`src/rtl/muldiv_unit_pkg.sv`:
```
// muldiv_unit_pkg: op encodings, FSM states and op-decode helpers shared by the multiply/divide unit.
package muldiv_unit_pkg;
  typedef enum logic [1:0] {MD_MULT = 2'b00, MD_MULTU = 2'b01, MD_DIV = 2'b10, MD_DIVU = 2'b11} md_op_e;
  typedef enum logic [1:0] {ST_IDLE, ST_RUN, ST_FIX} md_state_e;
  function automatic logic md_is_div(input logic [1:0] op);
    return op[1];
  endfunction
  function automatic logic md_is_signed(input logic [1:0] op);
    return ~op[0];
  endfunction
endpackage

```
`src/rtl/muldiv_div_step.sv`:
```
// muldiv_div_step: one restoring-division step; shifts in a dividend bit and subtracts the divisor if it fits.
module muldiv_div_step #(
  parameter int WIDTH = 32
) (
  input  logic [WIDTH-1:0] rem,
  input  logic             in_bit,
  input  logic [WIDTH-1:0] divisor,
  output logic [WIDTH-1:0] rem_nx,
  output logic             q_bit
);
  logic [WIDTH:0] cur, sub;
  assign cur = {rem, in_bit};
  assign q_bit = cur >= {1'b0, divisor};
  assign sub = cur - {1'b0, divisor};
  // rem < divisor on entry, so the kept value always fits in WIDTH bits
  assign rem_nx = WIDTH'(q_bit ? sub : cur);
endmodule

```
`src/rtl/muldiv_unit.sv`:
```
// muldiv_unit: iterative MULT/MULTU/DIV/DIVU on operand magnitudes, sign-corrected in a final FIX cycle.
module muldiv_unit
  import muldiv_unit_pkg::*;
#(
  parameter int WIDTH    = 32,
  parameter int MUL_STEP = 1
) (
  input  logic             clk,
  input  logic             resetn,
  input  logic             start,
  input  logic [1:0]       op,
  input  logic [WIDTH-1:0] src1,
  input  logic [WIDTH-1:0] src2,
  input  logic             cancel,
  output logic             busy,
  output logic             done,
  output logic [WIDTH-1:0] hi,
  output logic [WIDTH-1:0] lo,
  output logic             div_by_zero
);
  localparam int CW = $clog2(WIDTH + 1);
  localparam logic [CW-1:0] DIV_LAST = CW'(WIDTH - 1);
  localparam logic [CW-1:0] MUL_LAST = CW'(WIDTH / MUL_STEP - 1);
  md_state_e state_q, state_d;
  logic [2*WIDTH-1:0] p_q, p_d, prod_f;
  logic [WIDTH-1:0] a_q, a_d, hi_q, hi_d, lo_q, lo_d, m1, m2, rem_nx, rem_f, quo_f;
  logic [WIDTH+MUL_STEP-1:0] mul_sum;
  logic [CW-1:0] cnt_q, cnt_d;
  logic is_div_q, is_div_d, neg_lo_q, neg_lo_d, neg_hi_q, neg_hi_d;
  logic dz_q, dz_d, done_q, done_d, dbz_q, dbz_d;
  logic s1, s2, q_bit, dz_in;
  assign s1 = md_is_signed(op) & src1[WIDTH-1];
  assign s2 = md_is_signed(op) & src2[WIDTH-1];
  assign m1 = s1 ? -src1 : src1;
  assign m2 = s2 ? -src2 : src2;
  assign dz_in = md_is_div(op) && src2 == '0;
  // p_q holds {accumulator, multiplier} for mult and {remainder, dividend/quotient} for div
  assign mul_sum = {{MUL_STEP{1'b0}}, p_q[2*WIDTH-1:WIDTH]}
                 + {{MUL_STEP{1'b0}}, a_q} * {{WIDTH{1'b0}}, p_q[MUL_STEP-1:0]};
  muldiv_div_step #(.WIDTH(WIDTH)) u_div_step (
    .rem    (p_q[2*WIDTH-1:WIDTH]),
    .in_bit (p_q[WIDTH-1]),
    .divisor(a_q),
    .rem_nx (rem_nx),
    .q_bit  (q_bit)
  );
  assign prod_f = neg_lo_q ? -p_q : p_q;
  assign rem_f = neg_hi_q ? -p_q[2*WIDTH-1:WIDTH] : p_q[2*WIDTH-1:WIDTH];
  assign quo_f = neg_lo_q ? -p_q[WIDTH-1:0] : p_q[WIDTH-1:0];
  always_comb begin
    state_d = state_q;
    p_d = p_q;
    a_d = a_q;
    cnt_d = cnt_q;
    is_div_d = is_div_q;
    neg_lo_d = neg_lo_q;
    neg_hi_d = neg_hi_q;
    dz_d = dz_q;
    hi_d = hi_q;
    lo_d = lo_q;
    dbz_d = dbz_q;
    done_d = 1'b0;
    if (cancel) state_d = ST_IDLE;
    else case (state_q)
      ST_IDLE: if (start && !done_q) begin
        is_div_d = md_is_div(op);
        a_d = is_div_d ? m2 : m1;
        // divide by zero skips RUN; zero sign flags let FIX pass src1/all-ones straight through
        p_d = dz_in ? {src1, {WIDTH{1'b1}}} : {{WIDTH{1'b0}}, is_div_d ? m1 : m2};
        neg_lo_d = ~dz_in & (s1 ^ s2);
        neg_hi_d = ~dz_in & s1;
        dz_d = dz_in;
        dbz_d = 1'b0;
        cnt_d = '0;
        state_d = dz_in ? ST_FIX : ST_RUN;
      end
      ST_RUN: begin
        p_d = is_div_q ? {rem_nx, p_q[WIDTH-2:0], q_bit} : {mul_sum, p_q[WIDTH-1:MUL_STEP]};
        cnt_d = cnt_q + CW'(1);
        state_d = cnt_q == (is_div_q ? DIV_LAST : MUL_LAST) ? ST_FIX : ST_RUN;
      end
      ST_FIX: begin
        hi_d = is_div_q ? rem_f : prod_f[2*WIDTH-1:WIDTH];
        lo_d = is_div_q ? quo_f : prod_f[WIDTH-1:0];
        dbz_d = dz_q;
        done_d = 1'b1;
        state_d = ST_IDLE;
      end
      default: state_d = ST_IDLE;
    endcase
  end
  always_ff @(posedge clk or negedge resetn) begin
    if (!resetn) begin
      state_q <= ST_IDLE;
      p_q <= '0;
      a_q <= '0;
      cnt_q <= '0;
      is_div_q <= 1'b0;
      neg_lo_q <= 1'b0;
      neg_hi_q <= 1'b0;
      dz_q <= 1'b0;
      hi_q <= '0;
      lo_q <= '0;
      dbz_q <= 1'b0;
      done_q <= 1'b0;
    end else begin
      state_q <= state_d;
      p_q <= p_d;
      a_q <= a_d;
      cnt_q <= cnt_d;
      is_div_q <= is_div_d;
      neg_lo_q <= neg_lo_d;
      neg_hi_q <= neg_hi_d;
      dz_q <= dz_d;
      hi_q <= hi_d;
      lo_q <= lo_d;
      dbz_q <= dbz_d;
      done_q <= done_d;
    end
  end
  // the done cycle still counts as busy so a new start lands the cycle after
  assign busy = state_q != ST_IDLE || done_q;
  assign done = done_q;
  assign hi = hi_q;
  assign lo = lo_q;
  assign div_by_zero = dbz_q;
endmodule

```
`config.mk`:
```
export PLATFORM = sky130hd
export DESIGN_NAME = muldiv_unit
export DESIGN_NICKNAME = d
export VERILOG_FILES = /design/src/rtl/muldiv_unit_pkg.sv /design/src/rtl/muldiv_div_step.sv /design/src/rtl/muldiv_unit.sv
export SDC_FILE = /design/constraint.sdc
export NUM_CORES = 1
export LEC_CHECK = 0
export BUFFER_PORTS_ARGS = -buffer_cell sky130_fd_sc_hd__buf_2
export CORE_MARGIN = 2
export CORE_UTILIZATION = 35
export CTS_CLUSTER_DIAMETER = 60
export CTS_CLUSTER_SIZE = 14
export DETAILED_ROUTE_END_ITERATION = 7
export GPL_ROUTABILITY_DRIVEN = 0
export PLACE_DENSITY = 0.58
export SLEW_MARGIN = 25
export SYNTH_ARGS = -nofsm -noshare
export SYNTH_HDL_FRONTEND = slang
export SYNTH_HIERARCHICAL = 1
export SYNTH_SLANG_ARGS = --single-unit
```
`constraint.sdc`:
```
create_clock -name clk -period 3.6 [get_ports clk]
set_input_delay 0.18 -clock clk [delete_from_list [all_inputs] [get_ports clk]]
set_output_delay 0.18 -clock clk [all_outputs]
set_load 0.05 [all_outputs]
```
==> results of run 1 <==
## cell families after synthesis
logic type / after synthesis / synth area share
xor+xnor: 175 / 0.100
mux: 79 / 0.0575
compound gates: 591 / 0.244
flops: 174 / 0.285
simple gates: 642 / 0.204
buf+inv: 184 / 0.0493
fa+ha+maj: 71 / 0.0592
## power by group through the flow
stage	logic, W	clock network, W	registers (W)
floorplan	0.00564	0	0.00272
global placement	0.00793	0	0.00283
detailed placement	0.00801	0	0.00284
CTS	0.00807	0.00202	0.00280
global route	0.00906	0.00210	0.00287
finish	0.00842	0.00199	0.00282
## synth_stat cells, types with 33 or more instances
cell type,count
a21oi_1,169
nand2_1,231
o21ai_0,177
and2_1,41
nand3_1,40
nor3_1,40
ha_1,69
clkbuf_1,96
mux2i_1,37
dfrtp_1,174
xnor2_1,101
nor2_1,140
mux2_2,33
inv_1,62
xor2_1,74
## routing by layer
| layer | wire (um) | vias up | global-route usage | share of wire |
|---|---|---|---|---|
| met4 | 1950 | 4 | 0.101 | 0.035 |
| met3 | 4160 | 121 | 0.0475 | 0.073 |
| met5 | 22 | - | 0 | 0.00039 |
| met1 | 25200 | 7334 | 0.339 | 0.44 |
| met2 | 25300 | 575 | 0.388 | 0.45 |
| li1 | - | 7235 | - | - |
## repair_timing
action / 4_1_cts / 5_1_grt
resized for setup: 0 / 13
endpoints found under the hold margin: 60 / 0
buffers inserted: 0 / 7
hold buffers: 1 / 0
endpoints found under the setup margin: 0 / 32
## state kept, by name (all words and copies together), names as in the netlist
register and flops:
done 1, is_div_q 1, neg_lo_q 1, lo 32, div_by_zero 1, cnt_q 6
state_q 2, dz_q 1, a_q 32, p_q 64, neg_hi_q 1, hi 32
## worst min-delay path, cell delays in order
cell	delay, ns
buf_2	0.14
nand2_1	0.07
a31oi_1	0.08
## final timing paths
| check | start | endpoint | cells past startpoint |
|---|---|---|---|
| min reg2reg | hi[10] | hi[10] | 2 |
| max | p_q[32] | p_q[62] | 14 |
| max reg2reg | p_q[32] | p_q[62] | 14 |
| min in group asynchronous | resetn | hi[19] | 2 |
| max in group asynchronous | resetn | is_div_q | 3 |
| min | src1[7] | p_q[39] | 3 |
## area by class of cell
type	instances	area share
inverters	64	0.0135
diodes	4	0.000561
clock inverters	15	0.00967
multi-input cells	1558	0.575
repair buffers	258	0.0927
clock buffers	17	0.0238
flip-flops and latches	174	0.244
well taps	585	0.0410
## metrics by stage
stage	setup slack (ns)	TNS (ns)
finish	0.128	0
global route	-0.0480	-0.0480
CTS	0.130	0
detailed placement	0.151	0
global placement	0.205	0
floorplan	0.238	0
==> flow_metrics.tcl, run 1 <==
set metrics [dict create \
    status "complete, no violations" \
    routed_via_density 5.71 \
    mappedNetlistArea_um2 15300 \
    max_stage_delay_ns 0.48 \
    power_frac_comb 0.636 \
    overflow 0 \
    wire_per_inst_um 21.2 \
    core_area_um2 43100 \
    grt_use_total 0.249 \
    post-route-min-period_ns 3.47 \
    grt_pass1_wl_mm 86.1 \
    clock-sinks 174 \
    worst-path-buf-inv 3 \
    synth-seq-area-share 0.285 \
    antenna_left 0 \
    maxSlewViolCount 0 \
    dieArea_um2 45300 \
    stdcell_area_um2 17900 \
    switchingPower_w 0.00621 \
    netlist_top_cells_area "dfrtp_1 29%, o21ai_0 5.8%, xnor2_1 5.8%" \
    p_per_area_nw_per_um2 741 \
    post-route-util 0.415 \
    seqPwrFrac 0.213 \
    initial_core_util 0.354 \
    drt_pass1_iterations 8 \
    vias 15300 \
    power.internal_w 0.00703 \
    final_common_cell "nand2_1" \
    ios 137 \
    seqCellArea_um2 4360 \
    holdWs_ns 0.0541 \
    async_flop_share 1.00 \
    relSlewSlack 0.326 \
    finalSetupViolCount 0 \
    tritoncts "yes" \
    skew_ns 0.0162 \
    max_freq_ghz 0.288 \
    routed_wl_mm 56.6 \
    synth_nets 2057 \
    instances_no_fill 2675 \
    critPathLaunchType "flip-flop" \
    clk_pin_slew_ns 0.08 \
    period_share 0.964 \
    fill_cells 4435 \
    hp-class "primary input to flip-flop" \
    worstSetupPathType "flip-flop to flip-flop" \
    ir_worst_vdd_uv 274 \
    synth_top_area_share 0.285 \
    cts_buffers 17 \
    synthCells 1916 \
    layout_common_cells "230 x nand2_1, 176 x o21ai_0, 173 x dfrtp_1" \
    htree_levels 4 \
    switching_share 0.469 \
    final_nets 2214 \
    reg2reg_slack_ns 0.13 \
    required_ns 3.93 \
    worstPathMaxFanout 6 \
    p_total_w 0.0132 \
    dpl_cell_area_um2 17100 \
    slowest_stage "fa_1" \
    clockRootBuffer "clkbuf_16" \
    hold_viol 0 \
    power.leakage_nw 7.90 \
    synth_warnings 6 \
    worst_pin_slew_ns 1.01 \
    floorplan.die.height_um 213 \
    drv_cap 0 \
    antenna_found_initial 3 \
    yosys.area.top_type "dfrtp_1" \
    cp-end-kind "flip-flop" \
    drc_errors 0 \
    worstPathArrival_ns 3.80 \
    multi_input_area_um2 10300 \
    worstPathCellList "buf_4 -> inv_1 -> fa_1 -> nor2b_2 -> o31a_1 -> o21ai_0 -> o31ai_1 -> buf_4 -> a21oi_1 -> o21ai_1 -> nand3_1 -> mux2_4 -> a222oi_1 -> o31ai_1" \
    drt-initial-drc-count 1541 \
    die_w_um 213 \
    synth_cell_types 88 \
    clkPwrFrac 0.151 \
    drive_above_1_share 0.186 \
    grt_pass1_vias 14900 \
    synth_ff_type "dfrtp_1" \
    rows 76 \
    clk_latency_ns 0.46 \
    dp_cells 2630 \
    area_growth_pct 17.0 \
    synth.avg_cell_area_um2 7.97 \
    critical_path.top_delay_family "compound AO/OA/AOI/OAI gates" \
    synth-edff-count 0 \
    yosys_register_bits 174 \
    dp_hpwl_mm 43.6 \
    cts.path.max_buffers 2 \
    numPortBuffers 136 \
    grt_max_degree 96 \
]
No activity file was read; power rests on OpenSTA's default activity.
==> run 2, diff against run 1 <==
ABC_AREA = 1   (was default)
CTS_BUF_LIST = sky130_fd_sc_hd__clkbuf_8   (was default)
PLACE_DENSITY = 0.57   (was 0.58)
==> run 2 against run 1 <==
Net effect: first-iteration DRC count is 35% higher; sequential power down 5%; core utilization is 1.9 points lower; power is 12% lower; critical path type unchanged.
==> flow_metrics.tcl, run 2 <==
set metrics [dict create \
    status "complete, no violations" \
    overflow 0 \
    hold_depth 5 \
    worst_pin_slew_ns 0.930 \
    synth.avg_cell_area_um2 5.80 \
    hp-class "primary input to flip-flop" \
    grt_pass1_wl_mm 115 \
    floorplan.die.height_um 234 \
    drt_pass1_iterations 8 \
    drv_cap 0 \
    area_growth_pct 12.0 \
    yosys.area_share.simple 0.427 \
    maxSlewViolCount 0 \
    yosys_register_bits 174 \
    dp_cells 3964 \
    cp-end-kind "flip-flop" \
    synth-compound-area-share 0.127 \
    cts_setup_buffers 0 \
    wire_per_inst_um 18.7 \
    grt_pass1_vias 19500 \
    routed_via_density 5.19 \
    synth_warnings 6 \
    required_ns 4.05 \
    post-route-min-period_ns 3.32 \
    yosys.area.top_type "dfrtp_1" \
    drive_above_1_share 0.0960 \
    yosysMostFrequentCell "nand2_1" \
    synth-xor-area-share 0.0455 \
    drc_errors 0 \
    synthMuxAreaShare 0 \
    antenna_found_initial 3 \
    dp_hpwl_mm 60.4 \
    synth_cell_types 59 \
    die_w_um 234 \
    drt-initial-drc-count 2087 \
    rsz0062_at_grt "no" \
    synth-seq-area-share 0.236 \
    rows 84 \
    period_share 0.922 \
    worstRegToRegCells 13 \
    synthAdderAreaFrac 0.0489 \
    htree_levels 4 \
    synth-edff-count 0 \
    numPortBuffers 136 \
    worstPathArrival_ns 3.77 \
    stdcell_area_um2 20700 \
    finalSetupViolCount 0 \
    clk_pin_slew_ns 0.11 \
    synth_top_area_share 0.236 \
    routed_wl_mm 75.2 \
    clk_latency_ns 0.57 \
    synthTopCellsByCount "1048 x nand2_1, 421 x inv_1, 401 x nor2_1, 273 x nand3_1, 175 x o21ai_0" \
    synth_nets 3326 \
    fill_cells 5993 \
    layout_common_cells "1047 x nand2_1, 419 x inv_1, 400 x nor2_1" \
    dpl_cell_area_um2 20000 \
    max_freq_ghz 0.301 \
    finalSetupTns_ns 0 \
    worstSetupPathType "flip-flop to flip-flop" \
    ios 137 \
    power.leakage_nw 11.1 \
    final_nets 3462 \
    async_flop_share 1.00 \
    critPathLaunchType "flip-flop" \
    cts_buffers 17 \
    instances_no_fill 4024 \
    synth_top_family_by_area "simple AND/OR/NAND/NOR gates" \
    relSlewSlack 0.379 \
    grt_use_total 0.277 \
    largest_reg_flops 64 \
    dieArea_um2 54600 \
    tritoncts "yes" \
    seqCellArea_um2 4360 \
    clock-sinks 174 \
    worstPathMaxFanout 35 \
    largest_register "p_q" \
    multi_input_area_um2 12000 \
    ir_worst_vdd_uv 262 \
    grt_max_degree 90 \
    clockRootBuffer "clkbuf_8" \
    netlist_top_cells_area "dfrtp_1 24%, nand2_1 21%, inv_1 8.6%" \
    synthCells 3185 \
    holdWs_ns 0.0622 \
    vias 20900 \
    p_per_area_nw_per_um2 560 \
    cts.path.max_buffers 2 \
    core_area_um2 52300 \
    mappedNetlistArea_um2 18500 \
    synth_ff_type "dfrtp_1" \
    hold_viol 0 \
    antenna_left 0 \
    initial_core_util 0.353 \
    final_common_cell "nand2_1" \
    skew_ns 0.0262 \
    ctsResizeCount 0 \
]
run 2: cell count changes after synthesis, moves of 22 or more:
cell,before,now
nand2_1,231,1048
inv_1,62,421
nor2_1,140,401
nand3_1,40,273
xnor2_1,101,7
clkbuf_1,96,53
mux2i_1,37,0
mux2_2,33,0
and2_1,41,11
a221oi_1,26,0
nor4_1,26,3
a21o_1,26,4
buf_2,6,28
run 2: layout make-up:
class,instances,share of cell area
timing repair buffer,222,0.0688
sequential,174,0.210
tap,688,0.0416
antenna,2,0.000242
clock inverter,15,0.00822
inverter,441,0.0801
clock buffer,17,0.0113
multi-input combinational,2465,0.579
run 2: final timing paths:
check | start | end | slack [ns]
min reg2reg | cnt_q[2] | cnt_q[2] | 0.48
max in group asynchronous | resetn | a_q[10] | 2.54
max reg2reg | p_q[34] | p_q[38] | 0.28
max | p_q[34] | p_q[38] | 0.28
min | src2[14] | a_q[14] | 0.06
min in group asynchronous | resetn | hi[4] | 0.23
run 2: cell families after synthesis:
logic type               after synthesis
buffers and inverters                546
AND/OR/NAND/NOR                     1870
XOR/XNOR                              96
adder cells (fa/ha/maj)               71
AO/OA/AOI/OAI                        428
flip-flops                           174
run 2: timing repair:
item | 4_1_cts | 5_1_grt
hold buffers | 26 | 0
hold endpoints to repair | 107 | 0
endpoints found under the setup margin | 0 | 0
run 2: routing by layer:
layer	track usage	wire, um	up-vias
met5	0	0	-
met1	0.387	33400	9450
met2	0.413	31800	914
met4	0.141	3870	0
met3	0.0437	6090	143
li1	-	-	10400
run 2: stage by stage:
step,utilization,setup slack (ns),power [W]
3_5_place_dp,0.383,0.377,0.00994
5_1_grt,0.395,0.0498,0.0126
4_1_cts,0.395,0.340,0.0115
6_report,0.396,0.280,0.0116
2_1_floorplan,-,1.21,0.00766
3_3_place_gp,0.383,0.348,0.00998
run 2: worst max-delay path: stages (launching register included):
cell     delay, ns
dfrtp_1       0.54
ha_1          0.52
nand4_1       0.20
nor3_2        0.06
nand2_1       0.08
nand2_1       0.08
nor2_4        0.71
nand2_8       0.32
nand2_1       0.13
nand2_1       0.06
o21ai_0       0.19
o22ai_1       0.13
nand2_1       0.09
o21ai_1       0.07
run 2: power by group:
group	internal [W]	switching, W
clock	0.000524	0.000943
combinational	0.00235	0.00509
sequential	0.00227	0.000418
total	0.00514	0.00645
